[config.mk]
export PLATFORM = sky130hd
export DESIGN_NAME = booth_multiplier_4bit
export DESIGN_NICKNAME = d
export VERILOG_FILES = /design/src/rtl/booth_multiplier_4bit_pkg.sv /design/src/rtl/booth_multiplier_4bit_suboradd.sv /design/src/rtl/booth_multiplier_4bit.sv
export SDC_FILE = /design/constraint.sdc
export NUM_CORES = 1
export LEC_CHECK = 0
export CORE_MARGIN = 4
export CORE_UTILIZATION = 50
export CTS_CLUSTER_SIZE = 40
export DETAILED_ROUTE_END_ITERATION = 6
export DONT_BUFFER_PORTS = 1
export HOLD_SLACK_MARGIN = 0.03
export PLACE_DENSITY = 0.63
export RECOVER_POWER = 50
export SLEW_MARGIN = 20
export SYNTH_ARGS = -nofsm -noshare
export SYNTH_HDL_FRONTEND = slang
export SYNTH_SLANG_ARGS = --single-unit
[constraint.sdc]
create_clock -name clk -period 2.94 [get_ports clk]
set_input_delay 0.588 -clock clk [delete_from_list [all_inputs] [get_ports clk]]
set_output_delay 0.588 -clock clk [all_outputs]
set_load 0.005 [all_outputs]
[src/rtl/booth_multiplier_4bit_pkg.sv]
// Shared definitions for the 4-bit sequential Booth multiplier.
// Holds the controller state encoding and the index of the final iteration.
package booth_multiplier_4bit_pkg;

    typedef enum logic [1:0] {
        IDLE = 2'd0,
        CALC = 2'd1,
        DONE = 2'd2
    } state_t;

    // Iteration index on which the last shift is applied and the result latched.
    localparam logic [1:0] LAST_ITER = 2'd3;

endpackage

[src/rtl/booth_multiplier_4bit_suboradd.sv]
// SubOrAdd: 4-bit adder/subtractor stage used once per Booth iteration.
// Ports:
//   a, b  - 4-bit operands
//   Cin   - carry in (combined with sub to form the +1 of two's-complement subtract)
//   sub   - 0: S = a + b + Cin, 1: S = a - b (a + ~b + 1, with Cin = 0)
//   S     - 4-bit result
//   Cout  - carry out of bit 3
module SubOrAdd (
    input  logic [3:0] a,
    input  logic [3:0] b,
    input  logic       Cin,
    input  logic       sub,
    output logic [3:0] S,
    output logic       Cout
);

    logic [3:0] b_eff;
    logic [4:0] sum;

    assign b_eff = b ^ {4{sub}};
    assign sum   = {1'b0, a} + {1'b0, b_eff} + {4'b0000, Cin ^ sub};
    assign S     = sum[3:0];
    assign Cout  = sum[4];

endmodule

[src/rtl/booth_multiplier_4bit.sv]
// booth_multiplier_4bit: sequential radix-2 Booth multiplier, 4-bit signed
// operands, 8-bit signed product, four iterations per operation.
// Ports:
//   clk          - rising-edge clock
//   rst          - asynchronous active-high reset
//   start        - request, honoured only in IDLE or DONE
//   multiplicand - signed M, captured on the accepting edge
//   multiplier   - signed Q, captured on the accepting edge
//   busy         - high while iterating
//   done         - one-cycle completion pulse
//   product      - registered signed M*Q, held until the next completion
module booth_multiplier_4bit
    import booth_multiplier_4bit_pkg::*;
(
    input  logic       clk,
    input  logic       rst,
    input  logic       start,
    input  logic [3:0] multiplicand,
    input  logic [3:0] multiplier,
    output logic       busy,
    output logic       done,
    output logic [7:0] product
);

    state_t     state_q;
    logic [3:0] a_q;
    logic [3:0] mr_q;
    logic [3:0] qr_q;
    logic       q1_q;
    logic [1:0] cnt_q;
    logic       busy_q;
    logic       done_q;
    logic [7:0] product_q;

    // Post-shift values of one Booth iteration.
    logic [3:0] a_d;
    logic [3:0] qr_d;
    logic       q1_d;

    logic       sub;
    logic       use_sum;
    logic       e;
    logic [3:0] shift_src;
    logic [3:0] s;
    logic       cout;

    SubOrAdd u_suboradd (
        .a    (a_q),
        .b    (mr_q),
        .Cin  (1'b0),
        .sub  (sub),
        .S    (s),
        .Cout (cout)
    );

    always_comb begin
        sub     = 1'b0;
        use_sum = 1'b0;
        case ({qr_q[0], q1_q})
            2'b01: use_sum = 1'b1;
            2'b10: begin
                use_sum = 1'b1;
                sub     = 1'b1;
            end
            default: use_sum = 1'b0;
        endcase

        // e is the true 5th bit of the signed add/sub; it keeps M = -8 exact
        // where the 4-bit S alone would overflow.
        if (use_sum) begin
            e         = a_q[3] ^ mr_q[3] ^ sub ^ cout;
            shift_src = s;
        end else begin
            e         = a_q[3];
            shift_src = a_q;
        end

        a_d  = {e, shift_src[3:1]};
        qr_d = {shift_src[0], qr_q[3:1]};
        q1_d = qr_q[0];
    end

    always_ff @(posedge clk or posedge rst) begin
        if (rst) begin
            state_q   <= IDLE;
            a_q       <= 4'h0;
            mr_q      <= 4'h0;
            qr_q      <= 4'h0;
            q1_q      <= 1'b0;
            cnt_q     <= 2'd0;
            busy_q    <= 1'b0;
            done_q    <= 1'b0;
            product_q <= 8'h00;
        end else begin
            case (state_q)
                IDLE, DONE: begin
                    done_q <= 1'b0;
                    if (start) begin
                        a_q     <= 4'h0;
                        mr_q    <= multiplicand;
                        qr_q    <= multiplier;
                        q1_q    <= 1'b0;
                        cnt_q   <= 2'd0;
                        busy_q  <= 1'b1;
                        state_q <= CALC;
                    end else begin
                        state_q <= IDLE;
                    end
                end
                CALC: begin
                    a_q   <= a_d;
                    qr_q  <= qr_d;
                    q1_q  <= q1_d;
                    cnt_q <= cnt_q + 2'd1;
                    if (cnt_q == LAST_ITER) begin
                        product_q <= {a_d, qr_d};
                        busy_q    <= 1'b0;
                        done_q    <= 1'b1;
                        state_q   <= DONE;
                    end
                end
                default: begin
                    busy_q  <= 1'b0;
                    done_q  <= 1'b0;
                    state_q <= IDLE;
                end
            endcase
        end
    end

    assign busy    = busy_q;
    assign done    = done_q;
    assign product = product_q;

endmodule
Yosys cells after proc, flatten, opt, wreduce, memory -nomap -nowiden
Index checks and enable logic that the tools add are counted.
{ "totals": {"register_bits": 27, "elab_cells": 51} }
{ "op_classes": {"addsub": 3, "eq_ne": 7, "n_mux": 20, "bitwise": 4, "reduce_logical": 8} }
{ "ops": {"columns": ["operator", "count"], "rows": [
  ["$pmux 4 s2", 2],
  ["$mux 4", 3],
  ["$mux 1", 9],
  ["$pmux 2 s2", 2],
  ["$reduce_and 2->1", 4],
  ["$eq 2x2->1 const B", 3],
  ["$add 4x4->5", 1],
  ["$add 5x1->5", 1],
  ["$eq 2x1->1 const B", 2],
  ["$mux 2", 2],
  ["$ne 2x2->1 const B", 2],
  ["$pmux 1 s2", 2],
  ["$reduce_or 2->1", 2],
  ["$xor 4x4->4", 1],
  ["$xor 1x1->1", 3],
  ["$add 2x1->2 const B", 1],
  ["$logic_not 2->1", 1],
  ["$reduce_bool 2->1", 1]
]} }

Logic depth before layout (Yosys ltp)
Gate-level depths: netlist (run 1).
{ "logic_depth": {"ltp_word": 8, "mapped_depth": 9, "depth_no_buf": 9} }

Modules after synthesis
A second synthesis (run 1) with hierarchy kept.
{ "hier_totals": {"hier_cells": 119, "hier_area_um2": 1278.7} }
{ "modules_own_cells": {"columns": ["mod", "instances", "cells_each", "area_each_um2", "seq_area_each_um2"], "rows": [
  ["booth_multiplier_4bit", 1, 102, 1103.6, 650.6],
  ["SubOrAdd", 1, 17, 175.2, 0.0]
]} }

Least setup slack after synthesis (run 1)
No wires, ideal clock.
{ "synth_timing": {"kind": "flip-flop to flip-flop", "startpoint": "register q1_q", "endpoint": "register a_q[3]", "setup_ns": 0.125, "arrival_ns": 2.230, "t_required_ns": 2.815, "slack_ns": 0.585, "stages_incl_launch_ff": 10, "path_cell_list": "dfrtp_1 -> inv_1 -> ha_1 -> xor2_1 -> inv_1 -> fa_1 -> nand3b_1 -> a211o_1 -> a31o_1 -> mux2_4"} }
{ "synth_via": {"elab_chain_cells": 8, "elab_cells_between_ends": 12} }
{ "synth_rtl": {"columns": ["element", "line_no", "rtl"], "rows": [
  ["start, declared", "booth_multiplier_4bit.sv:29", "logic q1_q;"],
  ["start signal, assigned", "booth_multiplier_4bit.sv:113", "q1_q <= q1_d;"],
  ["$eq 2x2->1", "booth_multiplier_4bit.sv:59", "case ({qr_q[0], q1_q})"],
  ["$mux 1", "booth_multiplier_4bit.sv:59", null],
  ["$xor 4x4->4", "booth_multiplier_4bit_suboradd.sv:20", "assign b_eff = b ^ {4{sub}};"],
  ["$add 4x4->5", "booth_multiplier_4bit_suboradd.sv:21", "assign sum = {1'b0, a} + {1'b0, b_eff} + {4'b0000, Cin ^ sub};"],
  ["$add 5x1->5", "booth_multiplier_4bit_suboradd.sv:21", null],
  ["$xor 1x1->1", "booth_multiplier_4bit.sv:71", "e = a_q[3] ^ mr_q[3] ^ sub ^ cout;"],
  ["$mux 1 (*)", "booth_multiplier_4bit.sv:70", "if (use_sum) begin"],
  ["$pmux 4 s2 (*)", "booth_multiplier_4bit.sv:95", "case (state_q)"],
  ["end signal, assigned", "booth_multiplier_4bit.sv:86", "a_q <= 4'h0;"],
  ["end signal, assigned", "booth_multiplier_4bit.sv:99", "a_q <= 4'h0;"],
  ["end signal, assigned", "booth_multiplier_4bit.sv:111", "a_q <= a_d;"],
  ["end, declared", "booth_multiplier_4bit.sv:26", "logic [3:0] a_q;"]
]} }
Every way passes the cells marked *; elsewhere a longest branch is shown, timed or not.
A chain may end at the register's enable or synchronous reset.

Worst setup path in the final report (run 1)
Same ends and word-level chain as after synthesis.

==> flow_summary.html, run 1 <==
<table>
<tr><th>Metric</th><th>Value</th></tr>
<tr><th colspan="2">Worst setup path</th></tr>
<tr><td>R2r setup slk</td><td>0.42 ns</td></tr>
<tr><td>Worst r2r path cells</td><td>9</td></tr>
<tr><td>Data arrival, critical path</td><td>2.75 ns</td></tr>
<tr><td>R2r endpoint</td><td>a_q[3]$_DFFE_PP0P_</td></tr>
<tr><td>Worst-path fanout max</td><td>4</td></tr>
<tr><td>Kind of end point of the critical path</td><td>flip-flop</td></tr>
<tr><td>Kind of start point of the critical path</td><td>flip-flop</td></tr>
<tr><td>CP required</td><td>3.16 ns</td></tr>
<tr><td>FF-to-FF Start</td><td>q1_q$_DFFE_PP0P_</td></tr>
<tr><td>Crit path kind</td><td>reg2reg</td></tr>
<tr><th colspan="2">Yosys</th></tr>
<tr><td>Count of yosys warnings during synthesis</td><td>0</td></tr>
<tr><td>Number of synthesized register bits</td><td>26</td></tr>
<tr><td>Main synth FF type</td><td>dfrtp_1</td></tr>
<tr><td>Number of synthesized flops with an enable pin</td><td>0</td></tr>
<tr><td>Post-Synthesis Cells</td><td>117</td></tr>
<tr><td>Proportion of register bits with asynchronous set or reset after synthesis</td><td>100.0%</td></tr>
<tr><td>Unique masters post-synth</td><td>28</td></tr>
<tr><td>Synthesized netlist net count</td><td>136</td></tr>
<tr><td>Cell area after synthesis</td><td>1300 um2</td></tr>
<tr><td>Sequential share of the synthesized area</td><td>50.05%</td></tr>
<tr><td>Post-synthesis average cell area</td><td>11.11 um2</td></tr>
<tr><th colspan="2">Routing</th></tr>
<tr><td>Avg Vias per Cell</td><td>5.567</td></tr>
<tr><td>Total Wirelength</td><td>2.327 mm</td></tr>
<tr><td>Detail-routed net length per standard cell</td><td>15.51 um</td></tr>
<tr><td>Number of vias after detailed routing</td><td>835</td></tr>
<tr><td>Number of detailed-routing iterations run before antenna repair</td><td>4</td></tr>
<tr><td>Post-detailed-route DRC marker count</td><td>0</td></tr>
<tr><td>Starting DRT DRC Count</td><td>5</td></tr>
<tr><td>Post-detailed-route count of antenna-violating nets</td><td>0</td></tr>
<tr><th colspan="2">Global route</th></tr>
<tr><td>Number of global-route vias before repair</td><td>855</td></tr>
<tr><td>GRT Total Usage</td><td>14.96%</td></tr>
<tr><td>Antenna violations before repair</td><td>0</td></tr>
<tr><td>GR Overflow Total</td><td>0</td></tr>
<tr><td>First-pass GRT wire length</td><td>3.953 mm</td></tr>
<tr><td>Maximum number of pins on one net before global-route repair</td><td>27</td></tr>
<tr><th colspan="2">Clock network</th></tr>
<tr><td>Maximum clock insertion buffer count</td><td>2</td></tr>
<tr><td>Clock tree from TritonCTS</td><td>yes</td></tr>
<tr><td>Hold-fix buffer count after cts</td><td>0</td></tr>
<tr><td>Number of clock buffers inserted by TritonCTS</td><td>3</td></tr>
<tr><td>Htree depth</td><td>1</td></tr>
<tr><td>Buffers inserted by post-CTS timing repair</td><td>0</td></tr>
<tr><td>Clk pin slew, worst setup/hold paths</td><td>0.14 ns</td></tr>
<tr><td>Clock Tree Root</td><td>clkbuf_4</td></tr>
<tr><td>CTS sink cnt</td><td>26</td></tr>
<tr><td>Clock latency at the later pin of the worst-skew pair</td><td>0.32 ns</td></tr>
<tr><td>Post-cts repair resize count</td><td>0</td></tr>
<tr><th colspan="2">Timing</th></tr>
<tr><td>Final-report hold violation count</td><td>0</td></tr>
<tr><td>RSZ-0062 raised after global routing</td><td>no</td></tr>
<tr><td>Fraction of the cycle the final worst path needs</td><td>85.81%</td></tr>
<tr><td>Maximum clock skew at final layout</td><td>0.001504 ns</td></tr>
<tr><td>Final number of max-transition violations</td><td>0</td></tr>
<tr><td>Achievable clock frequency</td><td>396.4 MHz</td></tr>
<tr><td>Number of setup violations in the final report</td><td>0</td></tr>
<tr><td>Total negative slack</td><td>0 ns</td></tr>
<tr><td>Shortest period the worst path allows</td><td>2.523 ns</td></tr>
<tr><td>Worst rel slew slack</td><td>37.50%</td></tr>
<tr><td>Actual transition at the worst max-transition pin</td><td>0.9364 ns</td></tr>
<tr><td>Setup WS post-layout</td><td>0.4173 ns</td></tr>
<tr><th colspan="2">Placement</th></tr>
<tr><td>DP Area</td><td>1340 um2</td></tr>
<tr><td>HPWL reported at the end of detailed placement</td><td>1.757 mm</td></tr>
<tr><td>Final Wtd Congestion</td><td>0.8273</td></tr>
<tr><td>Post-placement setup slack</td><td>0.4026 ns</td></tr>
<tr><td>Total of buffers placed on input and output ports</td><td>0</td></tr>
<tr><th colspan="2">Die</th></tr>
<tr><td>Initial core utilization</td><td>52.47%</td></tr>
<tr><td>Boundary Pins</td><td>21</td></tr>
<tr><td>Die width</td><td>58.99 um</td></tr>
<tr><td>Floorplan die area</td><td>3480 um2</td></tr>
<tr><td>Die Height</td><td>58.99 um</td></tr>
<tr><td>Floorplan Core Area</td><td>2477 um2</td></tr>
<tr><td>Core Rows</td><td>18</td></tr>
<tr><th colspan="2">Power and ir drop</th></tr>
<tr><td>Static leakage</td><td>0.6246 nW</td></tr>
<tr><td>Max rail drop VDD</td><td>0.7753 mV</td></tr>
<tr><td>Power per standard cell area</td><td>1251 nW/um2</td></tr>
<tr><th colspan="2">Final layout</th></tr>
<tr><td>Final instance area</td><td>1373 um2</td></tr>
<tr><td>Layout net count</td><td>140</td></tr>
<tr><td>Utilization after layout</td><td>55.40%</td></tr>
<tr><td># diodes</td><td>0</td></tr>
<tr><td>Filler Cell Count</td><td>234</td></tr>
<tr><td>Fraction of layout instances using a drive strength above 1</td><td>12.50%</td></tr>
<tr><td>Area added between synthesis and finish</td><td>5.583%</td></tr>
<tr><th colspan="2">Run</th></tr>
<tr><td>Max-capacitance violation count</td><td>0</td></tr>
<tr><th colspan="2">Min path</th></tr>
<tr><td>Hold WC Path Type</td><td>in2async</td></tr>
<tr><th colspan="2">Outcome</th></tr>
<tr><td>Run status</td><td>completed</td></tr>
</table>
per-layer routing:
metal	track usage (%)	share of wire, %
met2	23.50	47
met5	0	0
met4	6.472	1.3
met3	3.704	5.4
met1	19.61	46
kinds of logic (layout without fill, tap and decap cells):
logic type                 after synthesis  after routing  synth area share (%)
adders and majority gates                8              8                 8.277
xor gates and xnor gates                 7              7                 4.716
buffers and inverters                    9             12                 2.695
DFF                                     26             26                 50.05
AOI/OAI and AO/OA                       26             26                 12.71
muxes                                   14             14                 11.93
and+or+nand+nor                         27             27                 9.624
cell type report:
cell class / count / area, um2 / area share (%)
flip-flops and latches: 26 / 650.6 / 47.40
multi-input cells: 82 / 614.3 / 44.76
well taps: 30 / 37.54 / 2.735
clock buffers: 4 / 36.28 / 2.644
inverters: 6 / 22.52 / 1.641
repair buffers: 2 / 11.26 / 0.8204
worst max-delay path: stages, from the launching register on:
cell	delay, ns
dfrtp_1	0.40
inv_1	0.07
ha_1	0.22
xor2_1	0.23
inv_1	0.09
fa_1	0.43
nand3b_1	0.20
a211o_1	0.32
a31o_1	0.22
mux2_4	0.25
worst max-delay path by stage:
stage                                 from                  to  cells after the start
final                     q1_q$_DFFE_PP0P_  a_q[3]$_DFFE_PP0P_                      9
after global routing      q1_q$_DFFE_PP0P_  a_q[3]$_DFFE_PP0P_                      9
after CTS                 q1_q$_DFFE_PP0P_  a_q[3]$_DFFE_PP0P_                      9
after detailed placement  q1_q$_DFFE_PP0P_  a_q[3]$_DFFE_PP0P_                      9
after global placement    q1_q$_DFFE_PP0P_  a_q[3]$_DFFE_PP0P_                      9
after floorplan           q1_q$_DFFE_PP0P_  a_q[3]$_DFFE_PP0P_                      9
synth_stat cells, types with 2 or more instances:
cell | count | share of area (%)
xor2_1 | 5 | 3.4
a21oi_1 | 6 | 2.3
mux2i_1 | 5 | 3.9
nor2_1 | 9 | 2.6
o31ai_1 | 2 | 1.2
ha_1 | 7 | 6.7
inv_1 | 6 | 1.7
nand3b_1 | 2 | 1.2
clkbuf_1 | 2 | 0.58
mux2_2 | 8 | 6.9
o21ai_0 | 9 | 3.5
a22o_1 | 3 | 2.0
nand2b_1 | 2 | 0.96
nor2b_1 | 2 | 0.96
nand2_1 | 10 | 2.9
dfrtp_1 | 26 | 50
xnor2_1 | 2 | 1.3
where the power goes:
part           switching [mW]  internal [mW]  leakage [nW]
Combinational           0.465          0.408         0.284
Sequential              0.138          0.525         0.320
Clock                   0.105         0.0757        0.0210
Total                   0.709           1.01         0.625
through the flow:
| stage | cells | total power [mW] | hold WS [ns] |
|---|---|---|---|
| CTS | 150 | 1.745 | 0.3864 |
| detailed placement | 146 | 1.562 | 0.4896 |
| floorplan | 117 | 1.348 | 0.4660 |
| global placement | 146 | 1.525 | 0.4837 |
| finish | 150 | 1.718 | 0.3472 |
| global route | 150 | 1.889 | 0.3838 |
layout by cell type (no fill, tap or decap), types with 3 or more instances in the layout:
cell type,instances
mux2i_1,5
o21ai_0,9
inv_1,6
a22o_1,3
mux2_2,8
nor2_1,9
dfrtp_1,26
ha_1,7
nand2_1,10
a21oi_1,6
xor2_1,5
clkbuf_4,3
flip-flops by register name (all words and copies together), names as in the netlist:
register  flops
a_q           4
busy          1
cnt_q         2
mr_q          4
product       8
q1_q          1
qr_q          4
state_q       2
(Power assumes the default switching activity.)
==> run 2: changes to the inputs <==
CORE_MARGIN = 2   (was 4)
==> run 2 against run 1 <==
  * Clock power hardly changed
  * Utilization stayed put
  * Via count is 1.7% higher
  * Highest routed layer unchanged
==> flow_summary.html, run 2 (synthesis gave the netlist of run 1 again) <==
<table>
<tr><th>Metric</th><th>Value</th></tr>
<tr><th colspan="2">Final layout</th></tr>
<tr><td>Area added between synthesis and finish</td><td>5.583% (unchanged)</td></tr>
<tr><td>Area occupied by multi-input gates</td><td>614.3 um2 (unchanged)</td></tr>
<tr><td>Filler Cell Count</td><td>235 (+0.43%)</td></tr>
<tr><td>Fraction of layout instances using a drive strength above 1</td><td>12.50% (unchanged)</td></tr>
<tr><td>Max FFs per register</td><td>8 (unchanged)</td></tr>
<tr><td>Area taken by flip-flops and latches</td><td>650.6 um2 (unchanged)</td></tr>
<tr><td>Layout net count</td><td>140 (unchanged)</td></tr>
<tr><td>Most frequent cells in the layout</td><td>dfrtp_1, nand2_1, o21ai_0, nor2_1, mux2_2</td></tr>
<tr><td>Leading cell type in the layout, fill and taps excluded</td><td>dfrtp_1</td></tr>
<tr><td># diodes</td><td>0 (unchanged)</td></tr>
<tr><th colspan="2">Outcome</th></tr>
<tr><td>Run status</td><td>completed</td></tr>
<tr><th colspan="2">Routing</th></tr>
<tr><td>Detail-routed net length per standard cell</td><td>15.53 um (+0.13%)</td></tr>
<tr><td>Post-detailed-route count of antenna-violating nets</td><td>0 (unchanged)</td></tr>
<tr><td>Number of vias after detailed routing</td><td>849 (+1.7%)</td></tr>
<tr><td>Number of detailed-routing iterations run before antenna repair</td><td>4 (unchanged)</td></tr>
<tr><td>Starting DRT DRC Count</td><td>10 (+5)</td></tr>
<tr><td>Total Wirelength</td><td>2.330 mm (+0.13%)</td></tr>
<tr><td>Avg Vias per Cell</td><td>5.660 (+1.7%)</td></tr>
<tr><td>Post-detailed-route DRC marker count</td><td>0 (unchanged)</td></tr>
<tr><th colspan="2">Global route</th></tr>
<tr><td>GR Overflow Total</td><td>0 (unchanged)</td></tr>
<tr><td>Number of global-route vias before repair</td><td>841 (-1.6%)</td></tr>
<tr><td>GRT Total Usage</td><td>18.91% (+4.0 points)</td></tr>
<tr><td>Maximum number of pins on one net before global-route repair</td><td>27 (unchanged)</td></tr>
<tr><td>Antenna violations before repair</td><td>0 (unchanged)</td></tr>
<tr><td>First-pass GRT wire length</td><td>3.974 mm (+0.53%)</td></tr>
<tr><th colspan="2">Clock network</th></tr>
<tr><td>Hold-fix buffer count after cts</td><td>0 (unchanged)</td></tr>
<tr><td>Htree depth</td><td>1 (unchanged)</td></tr>
<tr><td>Number of clock buffers inserted by TritonCTS</td><td>3 (unchanged)</td></tr>
<tr><td>Clock Tree Root</td><td>clkbuf_4</td></tr>
<tr><td>Post-cts repair resize count</td><td>0 (unchanged)</td></tr>
<tr><td>Clock latency at the later pin of the worst-skew pair</td><td>0.32 ns (about the same)</td></tr>
<tr><td>Clock tree from TritonCTS</td><td>yes</td></tr>
<tr><td>CTS sink cnt</td><td>26 (unchanged)</td></tr>
<tr><td>Maximum clock insertion buffer count</td><td>2 (unchanged)</td></tr>
<tr><td>Clk pin slew, worst setup/hold paths</td><td>0.14 ns (about the same)</td></tr>
<tr><td>Buffers inserted by post-CTS timing repair</td><td>0 (unchanged)</td></tr>
<tr><th colspan="2">Worst setup path</th></tr>
<tr><td>Kind of start point of the critical path</td><td>flip-flop</td></tr>
<tr><td>CP required</td><td>3.16 ns (about the same)</td></tr>
<tr><td>Worst-path fanout max</td><td>4 (unchanged)</td></tr>
<tr><td>R2r endpoint</td><td>a_q[3]$_DFFE_PP0P_</td></tr>
<tr><td>Data arrival, critical path</td><td>2.74 ns (about the same)</td></tr>
<tr><td>Kind of end point of the critical path</td><td>flip-flop</td></tr>
<tr><td>Crit path launch</td><td>q1_q$_DFFE_PP0P_</td></tr>
<tr><td>Crit path kind</td><td>reg2reg</td></tr>
<tr><td>FF-to-FF Start</td><td>q1_q$_DFFE_PP0P_</td></tr>
<tr><td>R2r setup slk</td><td>0.43 ns (about the same)</td></tr>
<tr><td>Worst r2r path cells</td><td>9 (unchanged)</td></tr>
<tr><th colspan="2">Die</th></tr>
<tr><td>Die Height</td><td>54.99 um (-6.8%)</td></tr>
<tr><td>Floorplan Core Area</td><td>2477 um2 (unchanged)</td></tr>
<tr><td>Boundary Pins</td><td>21 (unchanged)</td></tr>
<tr><td>Floorplan die area</td><td>3024 um2 (-13%)</td></tr>
<tr><td>Die width</td><td>54.99 um (-6.8%)</td></tr>
<tr><td>Core Rows</td><td>18 (unchanged)</td></tr>
<tr><td>Initial core utilization</td><td>52.47% (unchanged)</td></tr>
<tr><th colspan="2">Placement</th></tr>
<tr><td>Post-placement setup slack</td><td>0.4294 ns (+0.02678 ns)</td></tr>
<tr><td>HPWL reported at the end of detailed placement</td><td>1.773 mm (+0.92%)</td></tr>
<tr><td>Final Wtd Congestion</td><td>0.8045 (-2.8%)</td></tr>
<tr><td>Total of buffers placed on input and output ports</td><td>0 (unchanged)</td></tr>
<tr><th colspan="2">Timing</th></tr>
<tr><td>Worst rel slew slack</td><td>39.83% (+2.3 points)</td></tr>
<tr><td>Number of setup violations in the final report</td><td>0 (unchanged)</td></tr>
<tr><td>Achievable clock frequency</td><td>398.3 MHz (+0.47%)</td></tr>
<tr><td>Total negative slack</td><td>0 ns (unchanged)</td></tr>
<tr><td>Fraction of the cycle the final worst path needs</td><td>85.41% (-0.40 points)</td></tr>
<tr><td>Fin Hold WS</td><td>0.2150 ns (-0.1322 ns)</td></tr>
<tr><td>Maximum clock skew at final layout</td><td>0.008289 ns (+0.006785 ns)</td></tr>
<tr><td>Final-report hold violation count</td><td>0 (unchanged)</td></tr>
<tr><td>Setup WS post-layout</td><td>0.4290 ns (+0.01179 ns)</td></tr>
<tr><td>Shortest period the worst path allows</td><td>2.511 ns (-0.01179 ns)</td></tr>
<tr><td>Actual transition at the worst max-transition pin</td><td>0.8971 ns (-0.03934 ns)</td></tr>
<tr><td>Final number of max-transition violations</td><td>0 (unchanged)</td></tr>
<tr><td>RSZ-0062 raised after global routing</td><td>no</td></tr>
<tr><th colspan="2">Power and ir drop</th></tr>
<tr><td>Max rail drop VDD</td><td>0.6867 mV (-11%)</td></tr>
<tr><td>Static leakage</td><td>0.6208 nW (-0.60%)</td></tr>
<tr><td>Power per standard cell area</td><td>1256 nW/um2 (+0.39%)</td></tr>
<tr><th colspan="2">Min path</th></tr>
<tr><td>Hold WC Path Type</td><td>in2async</td></tr>
<tr><th colspan="2">Run</th></tr>
<tr><td>Max-capacitance violation count</td><td>0 (unchanged)</td></tr>
</table>
-- run 2: cell types whose count changed in the layout (fill, tap and decap cells not counted) --
| cell | delta |
|---|---|
| clkinv_1 | +1 |
| inv_1 | -1 |
-- run 2: area by class of cell --
| class | instances | share of cell area [%] |
|---|---|---|
| timing repair buffer | 2 | 0.8204 |
| inverter | 6 | 1.641 |
| tap | 30 | 2.735 |
| multi-input combinational | 82 | 44.76 |
| clock buffer | 4 | 2.644 |
| sequential | 26 | 47.40 |
-- run 2: worst max-delay path by stage --
stage	to	slack, ns	cells past startpoint
after detailed placement	a_q[3]$_DFFE_PP0P_	0.43	9
after CTS	a_q[3]$_DFFE_PP0P_	0.42	9
after global placement	a_q[3]$_DFFE_PP0P_	0.52	9
after floorplan	a_q[3]$_DFFE_PP0P_	0.58	9
final	a_q[3]$_DFFE_PP0P_	0.43	9
after global routing	a_q[3]$_DFFE_PP0P_	0.29	9
-- run 2: layer usage --
metal | GRT usage (%) | share of wire, % | up-vias
li1 | - | - | 410
met1 | 25.00 | 46 | 413
met2 | 29.96 | 48 | 24
met3 | 6.720 | 5.7 | 2
met4 | 4.065 | 0.64 | 0
met5 | 0 | 0 | -
-- run 2: report_power, final --
group          internal (mW)  switching (mW)
clock                 0.0757           0.102
combinational          0.411           0.476
sequential             0.525           0.134
-- run 2: metrics by stage --
stage               cells  instance area (um2)  utilization [%]  power [mW]
finish                150                 1373            55.40       1.724
global route          150                 1373            55.40       1.906
CTS                   150                 1376            55.56       1.750
detailed placement    146                 1340            54.09       1.572
global placement      146                 1340            54.09       1.523
floorplan             117                 1300                -       1.348
-- run 2: worst max-delay path: stages, from the launching register on --
cell,delay (ns)
dfrtp_1,0.40
inv_1,0.08
ha_1,0.22
xor2_1,0.20
inv_1,0.09
fa_1,0.43
nand3b_1,0.21
a211o_1,0.32
a31o_1,0.23
mux2_4,0.25
